## config.mk

```make
export PLATFORM = sky130hd
export DESIGN_NAME = chunked_adder
export DESIGN_NICKNAME = d
export VERILOG_FILES = /design/src/rtl/chunked_adder.sv
export SDC_FILE = /design/constraint.sdc
export NUM_CORES = 1
export LEC_CHECK = 0
export CAP_MARGIN = 10
export CORE_ASPECT_RATIO = 1.75
export CORE_MARGIN = 2
export CORE_UTILIZATION = 54
export CTS_CLUSTER_SIZE = 30
export DETAILED_ROUTE_END_ITERATION = 10
export GPL_TIMING_DRIVEN = 0
export PLACE_DENSITY = 0.84
export SLEW_MARGIN = 25
export SYNTH_ARGS = -nofsm -noshare
export SYNTH_HDL_FRONTEND = slang
export SYNTH_SLANG_ARGS = --single-unit
export TNS_END_PERCENT = 30
```

## constraint.sdc

```tcl
create_clock -name clk -period 6.85 [get_ports clk]
set_input_delay 1.37 -clock clk [delete_from_list [all_inputs] [get_ports clk]]
set_output_delay 1.37 -clock clk [all_outputs]
set_load 0.1 [all_outputs]
```

## src/rtl/chunked_adder.sv

```systemverilog
// Multi-cycle WIDTH-bit add/subtract unit that reuses one CHUNK-bit ripple slice,
// LSB chunk first, with a start/busy/done handshake and a signed-overflow flag.
module chunked_adder #(
    parameter int WIDTH = 16,
    parameter int CHUNK = 4
) (
    input  logic             clk,
    input  logic             rst,
    input  logic             start,
    input  logic             sub,
    input  logic [WIDTH-1:0] a,
    input  logic [WIDTH-1:0] b,
    input  logic             cin,
    output logic             busy,
    output logic             done,
    output logic [WIDTH-1:0] sum,
    output logic             cout,
    output logic             ovf
);

    localparam int NCHUNK = WIDTH / CHUNK;
    localparam int IDXW   = (NCHUNK > 1) ? $clog2(NCHUNK) : 1;
    localparam logic [IDXW-1:0] LAST_IDX = IDXW'(NCHUNK - 1);

    typedef enum logic [1:0] {
        IDLE,
        RUN,
        DONE
    } state_t;

    state_t           state;
    state_t           state_next;
    logic [WIDTH-1:0] a_r;
    logic [WIDTH-1:0] b_r;
    logic             carry;
    logic [IDXW-1:0]  idx;
    logic [CHUNK-1:0] slice_a;
    logic [CHUNK-1:0] slice_b;
    logic [CHUNK-1:0] slice_s;
    logic             slice_c;
    logic             slice_c_msb;
    logic             accept;
    logic             last;

    assign accept  = start && ((state == IDLE) || (state == DONE));
    assign last    = (idx == LAST_IDX);
    assign slice_a = a_r[idx*CHUNK +: CHUNK];
    assign slice_b = b_r[idx*CHUNK +: CHUNK];

    // Ripple slice; slice_c_msb keeps the carry entering the slice's top bit,
    // which on the last chunk is the carry into the word's MSB.
    always_comb begin : slice_ripple
        logic c;
        // NOTE: every output gets a default before the loop so no latch is inferred.
        c           = carry;
        slice_c_msb = carry;
        slice_s     = '0;
        for (int j = 0; j < CHUNK; j++) begin
            slice_c_msb = c;
            slice_s[j]  = slice_a[j] ^ slice_b[j] ^ c;
            c           = (slice_a[j] & slice_b[j]) | (c & (slice_a[j] ^ slice_b[j]));
        end
        slice_c = c;
    end

    always_comb begin
        state_next = state;
        busy       = 1'b0;
        done       = 1'b0;
        case (state)
            IDLE: begin
                if (start) state_next = RUN;
            end
            RUN: begin
                busy = 1'b1;
                if (last) state_next = DONE;
            end
            DONE: begin
                done       = 1'b1;
                state_next = start ? RUN : IDLE;
            end
            default: state_next = IDLE;
        endcase
    end

    // NOTE: non-blocking updates so every register samples pre-edge values.
    always_ff @(posedge clk) begin
        if (rst) begin
            state <= IDLE;
            a_r   <= '0;
            b_r   <= '0;
            carry <= 1'b0;
            idx   <= '0;
            sum   <= '0;
            cout  <= 1'b0;
            ovf   <= 1'b0;
        end else begin
            state <= state_next;
            if (accept) begin
                // Subtraction is a + ~b + ~borrow.
                a_r   <= a;
                b_r   <= sub ? ~b : b;
                carry <= sub ? ~cin : cin;
                idx   <= '0;
                sum   <= '0;
                cout  <= 1'b0;
                ovf   <= 1'b0;
            end else if (state == RUN) begin
                sum[idx*CHUNK +: CHUNK] <= slice_s;
                carry                   <= slice_c;
                if (last) begin
                    idx  <= '0;
                    cout <= slice_c;
                    ovf  <= slice_c_msb ^ slice_c;
                end else begin
                    idx <= idx + 1'b1;
                end
            end
        end
    end

endmodule

```

==> qor.yml <==
synthesis:
  syn-num-nets: 293
  yosysWarnings: 0
  async_flop_share_pct: 0
  synth_seq_cells: 55
  ys_seq_area_share_pct: 41.92
  synth_top_area_share_pct: 41.92
  yosysTopAreaCell: "dfxtp_1"
  synth.avg_cell_area_um2: 10.68
  syn_area_mm2: 0.002626
  synthFlopType: "dfxtp_1"
  yosys-top-cells-area: "dfxtp_1 42%, mux4_2 6.9%, a32o_1 6.1%"
  postSynthCellCount: 246
  synth-edff-count: 0
  yosysUniqueCellTypes: 34
final_layout:
  final_layout_size_suffix_gt1_share_pct: 16.18
  finalNetCount: 355
  final_util_pct: 71.39
  diodes: 0
  area_growth_pct: 26.82
sta:
  finClkSkew_ns: 0.008145
  worstMarginPinSlew_ns: 0.9692
  fin_ws_ns: 3.098
  finalHoldWorstSlack_ns: 0.4588
  final-setup-viol-count: 0
  period_needed_ns: 3.752
  hold_viol: 0
  relSlewSlack_pct: 35.18
  setup_tns_ns: 0
  slew_viol_final: 0
  rsz0062_at_grt: "no"
  max_freq_mhz: 266.5
  post-route-period-util_pct: 54.77
placement:
  dp_hpwl_um: 4601
  gp_congestion: 0.8582
  io_buffers: 55
  dp_slack_ns: 3.290
floorplan:
  core_area_mm2: 0.004666
  io_pins: 57
  die_area_mm2: 0.005459
  start_util_pct: 56.29
  die_y_um: 96.26
  fp.dieW_um: 56.72
  rows: 33
clock_network:
  cts_resized: 0
  worstSkewPairLatency_ns: 0.31
  root_buffer: "clkbuf_8"
  cts_made_buffers: 5
  cts.clk_slew.worst_paths_ns: 0.10
  cts_tree: "built"
  htreeDepth: 2
  clock-sinks: 55
  postCtsHoldBufs: 0
  post_cts_buffers: 0
  clock_tree.buffer_depth: 2
drt:
  num_vias: 2061
  drt_iter0_drc: 40
  antenna_left: 0
  wl_per_cell_um: 16.21
  wirelength_um: 5851
  firstDrtPassIters: 4
  avgViaCountPerCell: 5.709
  drc: 0
worst_setup_path:
  crit_fanout: 9
  start_kind: "flop"
  crit_chain: "nand2b_1 -> inv_1 -> clkdlybuf4s50_1"
  crit_required_ns: 5.48
  cpMaxStageDelayCell: "clkdlybuf4s50_1"
  cp-end-kind: "primary output"
  slowest_delay_ns: 1.16
  worstPathArrival_ns: 2.38
  setup.worst_path.class: "flop to primary output"
run_status:
  status: "completed"
power_and_ir_drop:
  p_leak_uw: 0.001204
  cellPowerDensity_mw_per_mm2: 201.5
  vdd_ir_drop_max_mv: 0.1982
grt:
  grt_max_degree: 18
  grt_pass1_vias: 2127
  grt.overflow.total: 0
  grt_pass1_wl_um: 9701
  antenna_found_initial: 0
  track_usage_pct: 23.52
job:
  max_cap_violations: 0
min_path:
  min_path_type: "flop to flop"
==> cell type report <==
class	instances	area, µm²
plain buffers	16	121.4
flip-flops and latches	55	1101
multi-input cells	172	1393
repair buffers	55	550.5
clock inverters	3	20.02
clock buffers	5	68.82
inverters	3	11.26
well taps	52	65.06
fillers	356	1335
==> cells in the final DEF (no fill, tap or decap), types with 2 or more instances in the layout <==
cell	synthesis	routed
a211oi_1	6	6
a211oi_2	10	10
a21oi_1	20	20
a32o_1	16	16
and3b_1	4	4
buf_2	7	7
buf_4	3	3
buf_6	4	4
clkbuf_8	0	5
clkdlybuf4s50_1	0	55
clkinvlp_4	0	2
dfxtp_1	55	55
fa_1	4	4
ha_1	6	6
inv_1	3	3
mux4_2	8	8
nand2_1	39	39
nand2b_1	4	4
nor2_1	19	19
nor3_1	2	2
nor3_2	3	3
nor4_4	2	2
xnor2_1	16	16
xor2_1	2	2
==> final timing paths <==
path	from	to	slack, ns	cells after the start
worst min register to register	a_r[14]$_SDFFE_PP0P_	a_r[14]$_SDFFE_PP0P_	0.46	2
worst max register to register	idx[0]$_SDFFE_PP0P_	sum[7]$_SDFFE_PP0P_	3.29	7
worst min-delay path	a_r[14]$_SDFFE_PP0P_	a_r[14]$_SDFFE_PP0P_	0.46	2
worst max-delay path	state[0]$_SDFFE_PP0P_	busy	3.10	3
==> routing by layer <==
layer	routed length (µm)	vias up	GRT usage, %
li1	-	995	-
met4	216	0	16.27
met1	2008	984	21.32
met5	0	-	0
met2	3419	65	46.03
met3	206	17	3.763
==> critical path, delay by kind of cell (launching register included) <==
| kind | cells | cell delay (ns) |
|---|---|---|
| AND/OR/NAND/NOR | 1 | 0.20 |
| flip-flops | 1 | 0.52 |
| buffers and inverters | 2 | 1.34 |
==> sequential cells by signal (all words and copies together) (netlist names) <==
register / flops
a_r: 16
b_r: 16
carry: 1
cout: 1
idx: 2
ovf: 1
state: 2
sum: 16
==> stage by stage <==
step	power (µW)	instances	cell area, µm²
finish	671.1	361	3331
global route	696.4	361	3331
CTS	673.1	361	3331
detailed placement	499.1	353	3242
global placement	494.8	353	3242
floorplan	448.3	246	2626
==> power by group <==
part	switching [µW]	internal (µW)	leakage [µW]
sequential	10.5	336	0.000450
combinational	78.7	66.4	0.000714
clock	108	71.4	0.0000402
==> logic make-up after synthesis <==
family          count (synthesis)  synth area share (%)
xor+xnor                       18                 6.003
mux                             8                 6.860
fa+ha+maj                      10                 5.908
compound gates                 54                 16.91
flops                          55                 41.92
simple gates                   82                 17.34
buf+inv                        19                 5.049
==> synth_stat cells (2+ instances only) <==
cell type,count
buf_4,3
dfxtp_1,55
a32o_1,16
mux4_2,8
buf_2,7
ha_1,6
a211oi_1,6
nor3_2,3
and3b_1,4
nand2_1,39
a211oi_2,10
xor2_1,2
nand2b_1,4
nor4_4,2
buf_6,4
xnor2_1,16
nor2_1,19
inv_1,3
nor3_1,2
fa_1,4
a21oi_1,20
(Power assumes the default switching activity.)
